**config.mk**
```make
export PLATFORM = sky130hd
export DESIGN_NAME = tmr_scrub_ctrl
export DESIGN_NICKNAME = d
export VERILOG_FILES = /design/src/rtl/tmr_scrub_ctrl.sv
export SDC_FILE = /design/constraint.sdc
export NUM_CORES = 1
export LEC_CHECK = 0
export ABC_AREA = 1
export BUFFER_PORTS_ARGS = -buffer_cell sky130_fd_sc_hd__buf_2
export CAP_MARGIN = 20
export CORE_MARGIN = 3
export CORE_UTILIZATION = 30
export DETAILED_ROUTE_END_ITERATION = 6
export PLACE_DENSITY = 0.52
export SLEW_MARGIN = 20
export SYNTH_ARGS = -nofsm -noshare
export SYNTH_HDL_FRONTEND = slang
export SYNTH_SLANG_ARGS = --single-unit
```
**constraint.sdc**
```tcl
create_clock -name clk -period 3.45 [get_ports clk]
set_input_delay 0.69 -clock clk [delete_from_list [all_inputs] [get_ports clk]]
set_output_delay 0.69 -clock clk [all_outputs]
set_load 0.1 [all_outputs]
```
**src/rtl/tmr_scrub_ctrl.sv**
```systemverilog
// Periodic scrub scheduler for self-correcting TMR register groups.
// Strobes one group at a time and keeps sticky error statistics around each refresh.
module tmr_scrub_ctrl #(
    parameter int NGROUPS   = 8,
    parameter int PERIOD    = 256,
    parameter int MAX_DEFER = 4,
    parameter int CNT_W     = 16
) (
    input  logic               clk,
    input  logic               rst,
    input  logic               enable,
    input  logic               forceSweep,
    input  logic               clear,
    input  logic [NGROUPS-1:0] busy,
    input  logic [NGROUPS-1:0] tmrErr,
    output logic [NGROUPS-1:0] refresh,
    output logic               sweepDone,
    output logic [CNT_W-1:0]   errCount,
    output logic [NGROUPS-1:0] errMask,
    output logic [NGROUPS-1:0] persistMask,
    output logic [NGROUPS-1:0] skipMask
);

    localparam int IDX_W  = (NGROUPS > 1) ? $clog2(NGROUPS) : 1;
    localparam int WAIT_W = $clog2(PERIOD);
    localparam int DEF_W  = $clog2(MAX_DEFER + 1);

    localparam logic [IDX_W-1:0]  LAST_IDX  = IDX_W'(NGROUPS - 1);
    localparam logic [WAIT_W-1:0] WAIT_LOAD = WAIT_W'(PERIOD - 1);
    localparam logic [DEF_W-1:0]  DEFER_MAX = DEF_W'(MAX_DEFER);
    localparam logic [CNT_W-1:0]  CNT_MAX   = '1;

    typedef enum logic [2:0] {
        IDLE,
        WAIT,
        SCRUB,
        CHECK,
        DONE
    } state_t;

    state_t              state_q, state_d;
    logic [IDX_W-1:0]    idx_q, idx_d;
    logic [WAIT_W-1:0]   wait_cnt_q, wait_cnt_d;
    logic [DEF_W-1:0]    defer_q, defer_d;
    logic                check_sample_q, check_sample_d;
    logic [NGROUPS-1:0]  refresh_q, refresh_d;
    logic                sweep_done_q, sweep_done_d;
    logic [CNT_W-1:0]    err_count_q, err_count_d;
    logic [NGROUPS-1:0]  err_mask_q, err_mask_d;
    logic [NGROUPS-1:0]  persist_mask_q, persist_mask_d;
    logic [NGROUPS-1:0]  skip_mask_q, skip_mask_d;

    logic cur_busy;
    logic cur_err;
    logic group_done;

    assign cur_busy = busy[idx_q];
    assign cur_err  = tmrErr[idx_q];

    always_ff @(posedge clk or posedge rst) begin
        if (rst) begin
            state_q        <= IDLE;
            idx_q          <= '0;
            wait_cnt_q     <= '0;
            defer_q        <= '0;
            check_sample_q <= 1'b0;
            refresh_q      <= '0;
            sweep_done_q   <= 1'b0;
            err_count_q    <= '0;
            err_mask_q     <= '0;
            persist_mask_q <= '0;
            skip_mask_q    <= '0;
        end else begin
            state_q        <= state_d;
            idx_q          <= idx_d;
            wait_cnt_q     <= wait_cnt_d;
            defer_q        <= defer_d;
            check_sample_q <= check_sample_d;
            refresh_q      <= refresh_d;
            sweep_done_q   <= sweep_done_d;
            err_count_q    <= err_count_d;
            err_mask_q     <= err_mask_d;
            persist_mask_q <= persist_mask_d;
            skip_mask_q    <= skip_mask_d;
        end
    end

    always_comb begin
        state_d        = state_q;
        idx_d          = idx_q;
        wait_cnt_d     = wait_cnt_q;
        defer_d        = defer_q;
        check_sample_d = 1'b0;
        refresh_d      = '0;
        sweep_done_d   = 1'b0;
        group_done     = 1'b0;

        // clear acts first so a same-cycle update lands on top of it
        err_count_d    = clear ? '0 : err_count_q;
        err_mask_d     = clear ? '0 : err_mask_q;
        persist_mask_d = clear ? '0 : persist_mask_q;
        skip_mask_d    = clear ? '0 : skip_mask_q;

        case (state_q)
            IDLE: begin
                if (enable) begin
                    state_d    = WAIT;
                    wait_cnt_d = WAIT_LOAD;
                end
            end
            WAIT: begin
                if (!enable) begin
                    state_d = IDLE;
                end else if (wait_cnt_q == '0 || forceSweep) begin
                    state_d = SCRUB;
                    idx_d   = '0;
                    defer_d = '0;
                end else begin
                    wait_cnt_d = wait_cnt_q - 1'b1;
                end
            end
            SCRUB: begin
                if (!cur_busy) begin
                    if (cur_err) begin
                        err_mask_d[idx_q] = 1'b1;
                        if (err_count_d != CNT_MAX) begin
                            err_count_d = err_count_d + 1'b1;
                        end
                    end
                    refresh_d[idx_q] = 1'b1;
                    state_d          = CHECK;
                end else if (defer_q != DEFER_MAX) begin
                    defer_d = defer_q + 1'b1;
                end else begin
                    skip_mask_d[idx_q] = 1'b1;
                    group_done         = 1'b1;
                end
            end
            CHECK: begin
                // first cycle carries the strobe; the voters settle before the second
                if (!check_sample_q) begin
                    check_sample_d = 1'b1;
                end else begin
                    if (cur_err) begin
                        persist_mask_d[idx_q] = 1'b1;
                    end
                    group_done = 1'b1;
                end
            end
            DONE: begin
                state_d    = enable ? WAIT : IDLE;
                wait_cnt_d = WAIT_LOAD;
                idx_d      = '0;
            end
            default: begin
                state_d = IDLE;
            end
        endcase

        // a dropped enable lets the current group finish, then ends the sweep
        if (group_done) begin
            defer_d = '0;
            if (idx_q == LAST_IDX || !enable) begin
                state_d      = DONE;
                sweep_done_d = 1'b1;
            end else begin
                state_d = SCRUB;
                idx_d   = idx_q + 1'b1;
            end
        end
    end

    assign refresh     = refresh_q;
    assign sweepDone   = sweep_done_q;
    assign errCount    = err_count_q;
    assign errMask     = err_mask_q;
    assign persistMask = persist_mask_q;
    assign skipMask    = skip_mask_q;

endmodule

```
* Word level (Yosys, flattened, before mapping)
Index checks and enable logic that the tools add are counted.
** Word-level totals
- Register bits after elaboration :: 67
- Output and inout port bits :: 49
- Logic and storage cells :: 105
** Operators by class
- $add $sub $neg :: 4
- Order comparisons :: 2
- Eq/ne operators :: 18
- Multiplexer cells :: 56
- Bitwise logic cells :: 3
- Reduce and logical (&&, ||, !) cells :: 11
** Operators by type and width (count)
- 8-bit 2-to-1 mux :: 17
- 16-bit 2-to-1 mux :: 5
- 3-bit 2-to-1 mux :: 15
- 8-bit OR :: 3
- 8-bit one-hot mux with 3 select lines :: 1
- 3-bit inequality test, second input constant :: 7
- 16-bit by 1-bit adder with 16-bit output, second input constant :: 1
- 16-bit inequality test, second input constant :: 1
- 3-bit one-hot mux with 5 select lines :: 1
- 3-bit one-hot mux with 2 select lines :: 2
- 1-bit 2-to-1 mux :: 11
- 8-bit logical NOT :: 1
- 2-bit inequality test, second input constant :: 4
- 4-bit AND reduction :: 2
- 8-bit by 1-bit subtractor with 8-bit output, second input constant :: 1
- 3-bit by 1-bit adder with 3-bit output, second input constant :: 2
- 1-bit binary-select mux with 3-bit select :: 2
- 3-bit by 2-bit == test with 1-bit output, second input constant :: 2
- 3-bit == test, second input constant :: 2
- 3-bit nonzero test :: 2
- 5-bit AND reduction :: 1
- 3-bit by 4-bit < comparator with 1-bit output, second input constant :: 1
- 4-bit inequality test, second input constant :: 1
- 1-bit demux with 3-bit select :: 1
- other kinds (7) :: 8

* Longest topological paths before layout
- Depth after elaboration :: 8
- Gate-level depth with buffers :: 15
- Mapped depth without buffers :: 13

* Least setup slack after synthesis
Ideal clock, no wire load.
- Path type :: register -> register
- Start point :: register err_count_q[0] (netlist: errCount[0])
- End point :: register err_count_q[8] (netlist: errCount[8])
- Arrival :: 2263 ps
- Slack :: 1073 ps
- Cell stages (with the launch flop) :: 13
- Path buffers :: 0
- Period minus slack after synthesis :: 2377 ps
- Cells stage by stage :: dfrtp_1 > inv_1 > nor2_1 > ha_1 > nand2_1 > nor2_1 > nand4_1 > nand2_2 > nor2_2 > nand2_1 > nand2_1 > nand2_1 > inv_1
** Between the ends
- Longest elaborated chain between the ends :: 6
** RTL lines
- start, declared :: line 48 : logic [CNT_W-1:0] err_count_q, err_count_d;
- start signal, assigned :: line 81 : err_count_q <= err_count_d;
- 16-bit 2-to-1 mux (*) :: line 99 : err_count_d = clear ? '0 : err_count_q;
- 16-bit by 1-bit adder with 16-bit output or 16-bit inequality test (tied branches) :: line 127, 126
- 16-bit 2-to-1 mux (*) :: line 126 : if (err_count_d != CNT_MAX) begin
- 16-bit 2-to-1 mux (*) :: line 124 : if (cur_err) begin
- 16-bit 2-to-1 mux (*) :: line 123 : if (!cur_busy) begin
- 16-bit 2-to-1 mux (*) :: line 104 : case (state_q)
- named net err_count_d[8] :: line 48
The timed path passes the listed nets; every way through them passes the cells marked *.
A chain may end at the register's enable or synchronous reset.

* Worst setup path in the final report
- Start point :: register idx_q[0]
- End point :: register err_count_q[11] (netlist: errCount[11])
** Between the ends
- Longest elaborated chain between the ends :: 5
** RTL lines
- start, declared :: line 42 : logic [IDX_W-1:0] idx_q, idx_d;
- start signal, assigned :: line 75 : idx_q <= idx_d;
- 1-bit binary-select mux with 3-bit select :: line 58 : assign cur_err = tmrErr[idx_q];
- 1-bit 2-to-1 mux (not written as such) :: line 58
- 16-bit 2-to-1 mux :: line 124
- 16-bit 2-to-1 mux (*) :: line 123
- 16-bit 2-to-1 mux (*) :: line 104
- named net err_count_d[11] :: line 48
The timed path passes the listed nets; every way through them passes the cells marked *. The select of a mux whose other input is x is not followed.

==> results.py <==
metrics = {
    "global_routing": {
        "antenna_found_initial": 0,
        "grt_max_degree": 66,
        "grt.overflow.total": 0,
        "grt_use_total": 0.139,
        "grt_pass1_wl_microns": 14500,
        "grt_pass1_vias": 2922,
    },
    "logic_synthesis": {
        "netlist_instances": 435,
        "yosysWarnings": 0,
        "synth_edf_count": 0,
        "syn-num-nets": 463,
        "mappedNetlistArea_sq_um": 3480,
        "ys.flop_type": "dfrtp_1",
        "synthSimpleGateAreaFrac": 0.306,
        "synthArstFlopShare": 1.00,
        "synth-compound-area-share": 0.0806,
        "ys_types": 29,
        "synth-xor-area-share": 0.0201,
        "synth_top_family_by_area": "simple AND/OR/NAND/NOR gates",
        "avgSynthCellArea_sq_um": 8.00,
        "ys_ff_latch": 67,
        "synthAdderAreaFrac": 0.0252,
        "ys_seq_area_frac": 0.482,
        "synth_mux_area_frac": 0,
    },
    "setup_path": {
        "critical_path.cell_chain": "inv_2 > nand2_1 > nand2_1 > nand2_1 > nand2_1 > nand2_1 > nand2_1 > nand2_2 > nor2_4 > nand2_1 > o21ai_1 > nand2_1",
        "crit_required_ns": 3.67,
        "worstSetupEndpointType": "flip-flop",
        "crit_type": "flip-flop to flip-flop",
        "worstPathMaxFanout": 16,
        "slowest_delay_ns": 0.57,
        "worstPathArrival_ns": 2.59,
        "worstSetupStartpointType": "flip-flop",
        "slowest_stage": "dfrtp_1",
        "critPathMostFrequentCell": "nand2_1",
    },
    "clocking": {
        "hold_buffers": 0,
        "worstSkewPairLatency_ns": 0.33,
        "htreeDepth": 3,
        "cts_root_buf": "clkbuf_16",
        "cts_sinks": 67,
        "cts_tree": "yes",
        "cts_resized": 0,
        "cts_setup_buffers": 0,
        "cts_buffer_depth": 2,
        "numCtsBuffers": 9,
        "clk_pin_slew_ns": 0.06,
    },
    "floorplanning": {
        "die_area_sq_um": 12900,
        "core_area_sq_um": 11100,
        "ios": 70,
        "initial_core_util": 0.314,
        "die_w_microns": 114,
        "rows": 38,
        "die_h_microns": 114,
    },
    "hold_path": {
        "hold_class": "primary input to asynchronous set/reset pin",
    },
    "route": {
        "drt-pass1-iter-count": 6,
        "wirelength_microns": 8640,
        "avgViaCountPerCell": 4.67,
        "wire_per_inst_microns": 13.2,
        "antenna_left": 0,
        "drc": 0,
        "num_vias": 3042,
        "drt_iter0_markers": 176,
    },
    "timing": {
        "max_slew_margin": 0.653,
        "tightest_slew_ns": 0.521,
        "timing.final.crit_share": 0.687,
        "setup_slack_ns": 1.08,
        "hold_viol_final": 0,
        "fin_crit_ns": 2.37,
        "finalSetupTns_ns": 0,
        "rsz0062_at_grt": "false",
        "skew_ns": 0.00839,
        "max_freq_ghz": 0.422,
        "setup_viol": 0,
        "maxSlewViolCount": 0,
    },
    "power_and_ir_drop": {
        "ir_drop_v": 0.000274,
        "clockPowerShare": 0.357,
        "p_seq_frac": 0.357,
        "p_switching_w": 0.00102,
        "swShare": 0.386,
        "powerDensity_nw_per_um2": 618,
        "intPower_w": 0.00162,
        "p_comb_frac": 0.286,
        "power_leakage_nw": 2.30,
    },
    "placed_design": {
        "post-dp-hpwl_microns": 6350,
        "numPortBuffers": 69,
        "pre_cts_ws_ns": 0.992,
        "gp_congestion": 0.856,
    },
    "layout": {
        "syn_to_final_growth_pct": 22.7,
        "antenna_cells": 0,
        "fillers": 1155,
        "drive_gt1_frac": 0.209,
        "fin_nets": 535,
        "most-common-layout-cells": "nand2_1, buf_2, dfrtp_1",
        "final_common_cell": "nand2_1",
    },
    "flow_run": {
        "maxCapViolCount": 0,
    },
    "run_status": {
        "outcome": "finished, final reports clean",
    },
}
==> cells in the mapped netlist, types with 5 or more instances <==
library cell,instances,area [sq um]
nor3_1,6,30.0
nor2_1,47,176
nand3_1,28,140
ha_1,7,87.6
o31ai_1,9,67.6
dfrtp_1,67,1680
a22o_1,8,70.1
o21ai_0,16,80.1
inv_1,57,214
o21ai_1,5,25.0
xor2_1,6,52.6
nand2_2,5,31.3
nand2_1,125,469
nand4_1,15,93.8
==> final timing paths <==
kind | start | cells after the start | endpoint | slack, ns
worst min-delay path | rst | 2 | idx_q[0] | 0.21
max in group asynchronous | rst | 3 | wait_cnt_q[5] | 2.69
min in group clk | check_sample_q | 1 | check_sample_q | 0.45
worst max register to register | idx_q[0] | 12 | errCount[11] | 1.08
worst max-delay path | idx_q[0] | 12 | errCount[11] | 1.08
worst min register to register | check_sample_q | 1 | check_sample_q | 0.45
==> power by group through the flow <==
stage               Combinational, W  Clock, W  Sequential (W)
CTS                         0.000766  0.000971        0.000942
global route                0.000849   0.00100        0.000955
floorplan                   0.000499         0         0.00108
global placement            0.000756         0        0.000956
finish                      0.000755  0.000941        0.000942
detailed placement          0.000763         0        0.000955
==> routing by layer <==
layer,vias to the layer above,global-route usage,share of wire
met5,-,0,0
met4,0,0.0553,0.017
met3,10,0.0281,0.062
met2,86,0.210,0.44
met1,1406,0.197,0.49
li1,1540,-,-
==> sequential cells by signal, summed over array words and instances, names as in the netlist <==
name / flops
idx_q: 3
sweepDone: 1
persistMask: 8
errMask: 8
state_q: 3
errCount: 16
defer_q: 3
wait_cnt_q: 8
check_sample_q: 1
refresh: 8
skipMask: 8
==> worst max-delay path: cells and delay by family, from the launching register on <==
family | cells | cell delay, ns
AOI/OAI and AO/OA | 1 | 0.13
buffers and inverters | 1 | 0.27
DFF | 1 | 0.57
and+or+nand+nor | 10 | 1.28
==> layout make-up <==
type,instances,area [sq um],area share
clock buffers,9,225,0.0528
repair buffers,71,373,0.0874
clock inverters,7,83.8,0.0196
flip-flops and latches,67,1680,0.393
well taps,140,175,0.0411
multi-input cells,297,1500,0.352
inverters,61,229,0.0537
==> cell families (layout without fill, tap and decap cells) <==
| kind of cell | Yosys count | in the layout |
|---|---|---|
| AO/OA/AOI/OAI | 44 | 44 |
| adder cells (fa/ha/maj) | 7 | 7 |
| XOR/XNOR | 8 | 8 |
| AND/OR/NAND/NOR | 238 | 238 |
| flip-flops | 67 | 67 |
| buffers and inverters | 71 | 148 |
==> per-stage QoR <==
stage	power [W]	util	cell area [sq um]	hold slack [ns]	instances
4_1_cts	0.00268	0.385	4270	0.204	652
2_1_floorplan	0.00158	-	3480	0.418	435
3_5_place_dp	0.00172	0.357	3960	0.434	636
5_1_grt	0.00281	0.385	4270	0.211	652
3_3_place_gp	0.00171	0.357	3960	0.439	636
6_report	0.00264	0.385	4270	0.212	652
(Power assumes the default switching activity.)
